### src/rtl/cache_refill_ctrl_pkg.sv
// Shared definitions for the cache refill controller: FSM state encoding,
// block geometry and the word-order helper used for critical-word-first.
package cache_refill_ctrl_pkg;

    typedef enum logic [1:0] {
        ST_IDLE  = 2'd0,
        ST_FETCH = 2'd1,
        ST_FILL  = 2'd2
    } refill_state_t;

    localparam int WORDS_PER_BLOCK = 4;
    localparam int OFFSET_BITS     = 2;

    // Word offset of the current beat when the fetch starts at the requested
    // word; the 2-bit add wraps naturally from 3 back to 0.
    function automatic logic [OFFSET_BITS-1:0] calc_word_sel(
        input logic [OFFSET_BITS-1:0] start_off,
        input logic [OFFSET_BITS-1:0] beat
    );
        return start_off + beat;
    endfunction

endpackage

### src/rtl/cache_refill_ctrl_refill_buffer.sv
// refill_buffer: four word slots filled one beat at a time, presented as a
// packed block with word k at bits [k*DATA_WIDTH +: DATA_WIDTH].
module refill_buffer
    import cache_refill_ctrl_pkg::*;
#(
    parameter int DATA_WIDTH = 8
) (
    input  logic                                 clk,
    input  logic                                 reset,
    input  logic                                 wr_en,
    input  logic [OFFSET_BITS-1:0]               wr_sel,
    input  logic [DATA_WIDTH-1:0]                wr_data,
    output logic [WORDS_PER_BLOCK*DATA_WIDTH-1:0] block_data
);

    logic [DATA_WIDTH-1:0] slots [WORDS_PER_BLOCK];

    // Store the incoming memory word into the slot matching its block offset.
    always_ff @(posedge clk or negedge reset) begin
        if (!reset) begin
            for (int k = 0; k < WORDS_PER_BLOCK; k++) begin
                slots[k] <= '0;
            end
        end else if (wr_en) begin
            slots[wr_sel] <= wr_data;
        end
    end

    // Pack the slot registers into the block bus seen by the cache.
    always_comb begin
        block_data = '0;
        for (int k = 0; k < WORDS_PER_BLOCK; k++) begin
            block_data[k*DATA_WIDTH +: DATA_WIDTH] = slots[k];
        end
    end

endmodule

### src/rtl/cache_refill_ctrl.sv
// cache_refill_ctrl: miss handler for the direct-mapped cache. On a read miss
// it fetches the 4-word block one word per memory handshake, then writes the
// whole block into the cache in a single write-enable cycle.
// Optional feature: define CRITICAL_WORD_FIRST_EN to start the fetch at the
// requested word and wrap; otherwise words are fetched in order 0..3.
module cache_refill_ctrl
    import cache_refill_ctrl_pkg::*;
#(
    parameter int ADDR_WIDTH = 32,
    parameter int DATA_WIDTH = 8
) (
    input  logic                                  clk,
    input  logic                                  reset,
    input  logic                                  cpu_rd_en,
    input  logic [ADDR_WIDTH-1:0]                 cpu_addr,
    input  logic                                  hit,
    output logic                                  stall,
    output logic                                  mem_req,
    output logic [ADDR_WIDTH-1:0]                 mem_addr,
    input  logic                                  mem_ready,
    input  logic [DATA_WIDTH-1:0]                 mem_rdata,
    output logic                                  cache_wr_en,
    output logic [ADDR_WIDTH-1:0]                 cache_addr,
    output logic [WORDS_PER_BLOCK*DATA_WIDTH-1:0] cache_w_data
);

    refill_state_t           state_q;
    refill_state_t           state_d;
    logic [ADDR_WIDTH-1:0]   miss_addr;
    logic [OFFSET_BITS-1:0]  beat_cnt;
    logic [OFFSET_BITS-1:0]  word_sel;
    logic [ADDR_WIDTH-1:0]   block_base;
    logic                    miss;
    logic                    capture;
    logic                    beat_done;

    assign miss = cpu_rd_en & ~hit;

`ifdef CRITICAL_WORD_FIRST_EN
    assign word_sel = calc_word_sel(miss_addr[OFFSET_BITS-1:0], beat_cnt);
`else
    assign word_sel = beat_cnt;
`endif

    assign block_base = miss_addr & ~ADDR_WIDTH'(WORDS_PER_BLOCK - 1);
    assign mem_addr   = block_base | ADDR_WIDTH'(word_sel);
    assign cache_addr = block_base;

    // State register; reset abandons any in-flight refill.
    always_ff @(posedge clk or negedge reset) begin
        if (!reset) begin
            state_q <= ST_IDLE;
        end else begin
            state_q <= state_d;
        end
    end

    // Next-state and control outputs; stall is combinational in IDLE so the
    // processor freezes in the same cycle the miss is presented.
    always_comb begin
        state_d     = state_q;
        stall       = 1'b0;
        mem_req     = 1'b0;
        cache_wr_en = 1'b0;
        capture     = 1'b0;
        beat_done   = 1'b0;
        case (state_q)
            ST_IDLE: begin
                if (miss) begin
                    stall   = 1'b1;
                    capture = 1'b1;
                    state_d = ST_FETCH;
                end
            end
            ST_FETCH: begin
                stall   = 1'b1;
                mem_req = 1'b1;
                if (mem_ready) begin
                    beat_done = 1'b1;
                    if (beat_cnt == 2'd3) begin
                        state_d = ST_FILL;
                    end
                end
            end
            ST_FILL: begin
                stall       = 1'b1;
                cache_wr_en = 1'b1;
                state_d     = ST_IDLE;
            end
            default: begin
                state_d = ST_IDLE;
            end
        endcase
    end

    // Latch the miss address and count completed beats of the current refill.
    always_ff @(posedge clk or negedge reset) begin
        if (!reset) begin
            miss_addr <= '0;
            beat_cnt  <= '0;
        end else if (capture) begin
            miss_addr <= cpu_addr;
            beat_cnt  <= '0;
        end else if (beat_done) begin
            beat_cnt  <= beat_cnt + 2'd1;
        end
    end

    refill_buffer #(
        .DATA_WIDTH (DATA_WIDTH)
    ) u_refill_buffer (
        .clk        (clk),
        .reset      (reset),
        .wr_en      (beat_done),
        .wr_sel     (word_sel),
        .wr_data    (mem_rdata),
        .block_data (cache_w_data)
    );

endmodule

### config.mk
export PLATFORM = sky130hd
export DESIGN_NAME = cache_refill_ctrl
export DESIGN_NICKNAME = d
export VERILOG_FILES = /design/src/rtl/cache_refill_ctrl_pkg.sv /design/src/rtl/cache_refill_ctrl_refill_buffer.sv /design/src/rtl/cache_refill_ctrl.sv
export SDC_FILE = /design/constraint.sdc
export NUM_CORES = 1
export LEC_CHECK = 0
export ABC_AREA = 1
export CAP_MARGIN = 20
export CORE_ASPECT_RATIO = 1.1
export CORE_UTILIZATION = 60
export DETAILED_ROUTE_END_ITERATION = 10
export DONT_BUFFER_PORTS = 1
export GPL_ROUTABILITY_DRIVEN = 0
export PLACE_DENSITY_LB_ADDON = 0.25
export SLEW_MARGIN = 20
export SYNTH_ARGS = -nofsm -noshare
export SYNTH_HDL_FRONTEND = slang
export SYNTH_HIERARCHICAL = 1
export SYNTH_SLANG_ARGS = --single-unit
### constraint.sdc
create_clock -name clk -period 3.8 [get_ports clk]
set_input_delay 0.38 -clock clk [delete_from_list [all_inputs] [get_ports clk]]
set_output_delay 0.38 -clock clk [all_outputs]
set_load 0.02 [all_outputs]
==> reports/qor.txt <==
CP max FO: 32
Core ar.: 5000 sq um
Leading area contributor after synthesis: dfrtp_1
Setup Buffers After CTS: 0
Post-synthesis sequential area ratio: 52.8%
XOR/XNOR Fraction of Synth Area: 0.280%
Sink Count: 66
Netlist Area Pre-Place: 3130 sq um
Final WS setup: 1260 ps
Pwr Density: 1020 nW/um^2
Crit-path cells: inv_1 -> ha_1 -> nand3_2 -> a21oi_1
N_diodes: 0
Area contributors post-synth: dfrtp_1 53%, nand2_1 20%, buf_4 7.9%
Compound-Gate Fraction of Synth Area: 0.320%
Reg2reg path depth: 6
Synth Register Bits: 66
# IOs: 144
GRT Total Usage: 22.1%
Setup TNS: 0 ps
Startpoint types: flop
Avg Cell Area, Syn: 9.20 sq um
R2R Setup Slk: 1650 ps
Pin count of the biggest net entering global routing: 67
P&R area growth vs syn: -2.04%
Synth Area in Simple Gates: 29.6%
R2R Path Start: state_q[0]$_DFFE_PN0P_
Clk buf depth: 2
DP Worst Slack: 1560 ps
MaxCap Viol Count: 0
Nets@finish: 362
Detailed-route DRC error count: 6
Number of flops mapped to enable cells by yosys: 0
Detailed placement HPWL: 3.82 mm
Max VDD drop: 0.455 mV
Finish-stage setup viols: 0
Rows: 27
Total number of vias: 2042
Initial antenna violation count: 0
Pins Over Slew Limit: 0
RSZ-0062 raised after global routing: no
CTS H-tree depth: 3
Final Hold Viols: 0
Post-DRT Antenna Nets: 0
Hold Path Class: input port to flop
Failing checks: design-rule violations
Worst-path clk slew: 70 ps
WP data required: 3420 ps
Most frequent cell after synthesis: nand2_1
Total congestion overflow: 0
Min Hold Slack: 159 ps
Final core occ: 61.3%
Post-synthesis instance total: 340
Run status: complete, but fails checks
Async SR Flop Fraction: 100%
Synthesized-area fraction occupied by adder cells: 2.80%
Synth Warn #: 6
Die width: 70.8 um
Final Critical Period: 2540 ps
Die ar.: 5500 sq um
Largest family of logic cells by synthesized area: simple AND/OR/NAND/NOR gates
Unique cell type count in the Yosys netlist: 19
TritonCTS clock tree: built
Buffers on Ports: 0
CP Class: flop to primary output
First-pass GRT wire length: 9.18 mm
Setup crit start: state_q[0]$_DFFE_PN0P_
Slew at the pin closest to its max-slew limit: 1070 ps
WL per Instance: 15.2 um
Max Freq: 393 MHz
Ys flop type: dfrtp_1
Clock skew: 8.45 ps
Initial core utilization: 62.5%
Num CTS Buffers: 9
Vias per cell: 5.47
Root buffer selected by CTS: clkbuf_8
CP max stage delay: 590 ps
Mux contribution to synthesized area: 0%
Crit path capture type: primary output
Pre-antenna DRT Iters: 9
Most frequent cells after synthesis: 165 x nand2_1, 66 x dfrtp_1, 33 x buf_4
Iter 0 DRT Violations: 185
Tcrit/Tclk final: 67.0%
Worst setup path end: stall
Yosys top cell area share: 52.8%
Share of cells above drive strength 1: 8.57%
Vias in the first global route: 1927
R2R Path End: miss_addr[23]$_DFFE_PN0P_
Die height: 77.7 um
CP arrival: 2160 ps
Slowest CP cell: a21oi_1
Leak Pwr: 1.66 nW
Clk Latency, worst-skew pair: 330 ps
Final wirelength: 5.68 mm
Relative slew slack: 28.8%
## through the flow
step                      std cells  instance area, sq um  power, mW
final                           373                  3060       3.12
after global routing            373                  3060       3.33
after CTS                       373                  3060       3.14
after detailed placement        355                  2840       2.59
after global placement          355                  2840       2.56
after floorplan                 341                  3130       2.69
## what timing repair did
action	CTS	global route
hold buffers	2	0
resized for setup	0	0
hold endpoints to repair	66	0
## critical path, delay by kind of cell, from the launching register on
family,cells,cell delay [ps]
AOI/OAI and AO/OA,1,590
and+or+nand+nor,1,500
DFF,1,420
adders and majority gates,1,200
buffers and inverters,1,130
## flip-flops by register name, summed over array words and instances (netlist names)
name                        count
miss_addr                      30
state_q                         2
u_refill_buffer/block_data     32
beat_cnt                        2
## worst min-delay path by stage
stage / end / slack, ps / depth (start not counted) / start
after floorplan: beat_cnt[0]$_DFFE_PN0P_ / 80 / 0 / reset
after global placement: u_refill_buffer/block_data[12]$_DFFE_PN0P_ / 90 / 0 / reset
after detailed placement: u_refill_buffer/block_data[13]$_DFFE_PN0P_ / 90 / 0 / reset
after CTS: miss_addr[28]$_DFFE_PN0P_ / 140 / 2 / cpu_addr[28]
after global routing: miss_addr[13]$_DFFE_PN0P_ / 150 / 2 / cpu_addr[13]
final: miss_addr[28]$_DFFE_PN0P_ / 160 / 2 / cpu_addr[28]
## placed cells by master (no fill, tap or decap)
cell type      instances
nand2_1              165
dfrtp_1               66
nand4_1               26
clkbuf_8              12
nand3_1                9
ha_1                   7
inv_1                  6
nand3_4                3
inv_2                  2
a21oi_1                2
conb_1                 2
clkbuf_1               2
clkinv_2               2
bufinv_8               2
buf_4                  2
nand3_2                1
xor2_1                 1
nor2_1                 1
buf_16                 1
dlygate4sd3_1          1
nor2_8                 1
nand2_4                1
## where the power goes
group	switching, mW	internal, mW
Sequential	0.902	1.01
Combinational	0.418	0.260
Clock	0.244	0.289
Total	1.56	1.56
## per-layer routing
layer | routed length (um) | part of all wire [%] | vias up | GRT usage, %
met5 | 0 | 0 | - | 0
met4 | 132 | 2.3 | 0 | 11.4
met3 | 563 | 9.9 | 14 | 9.35
met2 | 2710 | 48 | 123 | 34.9
met1 | 2280 | 40 | 921 | 25.7
li1 | - | - | 984 | -
## cells by family after synthesis
| kind of cell | Yosys count |
|---|---|
| and+or+nand+nor | 207 |
| AOI/OAI and AO/OA | 2 |
| xor gates and xnor gates | 1 |
| DFF | 66 |
| adders and majority gates | 7 |
| buffers and inverters | 56 |
| other | 1 |
## final cells by class
cell class / count / area (sq um)
inverter: 10 / 65.1
fill: 433 / 1940
clock buffer: 14 / 173
tap: 58 / 72.6
clock inverter: 2 / 10.0
timing repair buffer: 4 / 52.6
sequential: 66 / 1650
multi-input combinational: 219 / 1040
No activity file was read; power rests on OpenSTA's default activity.
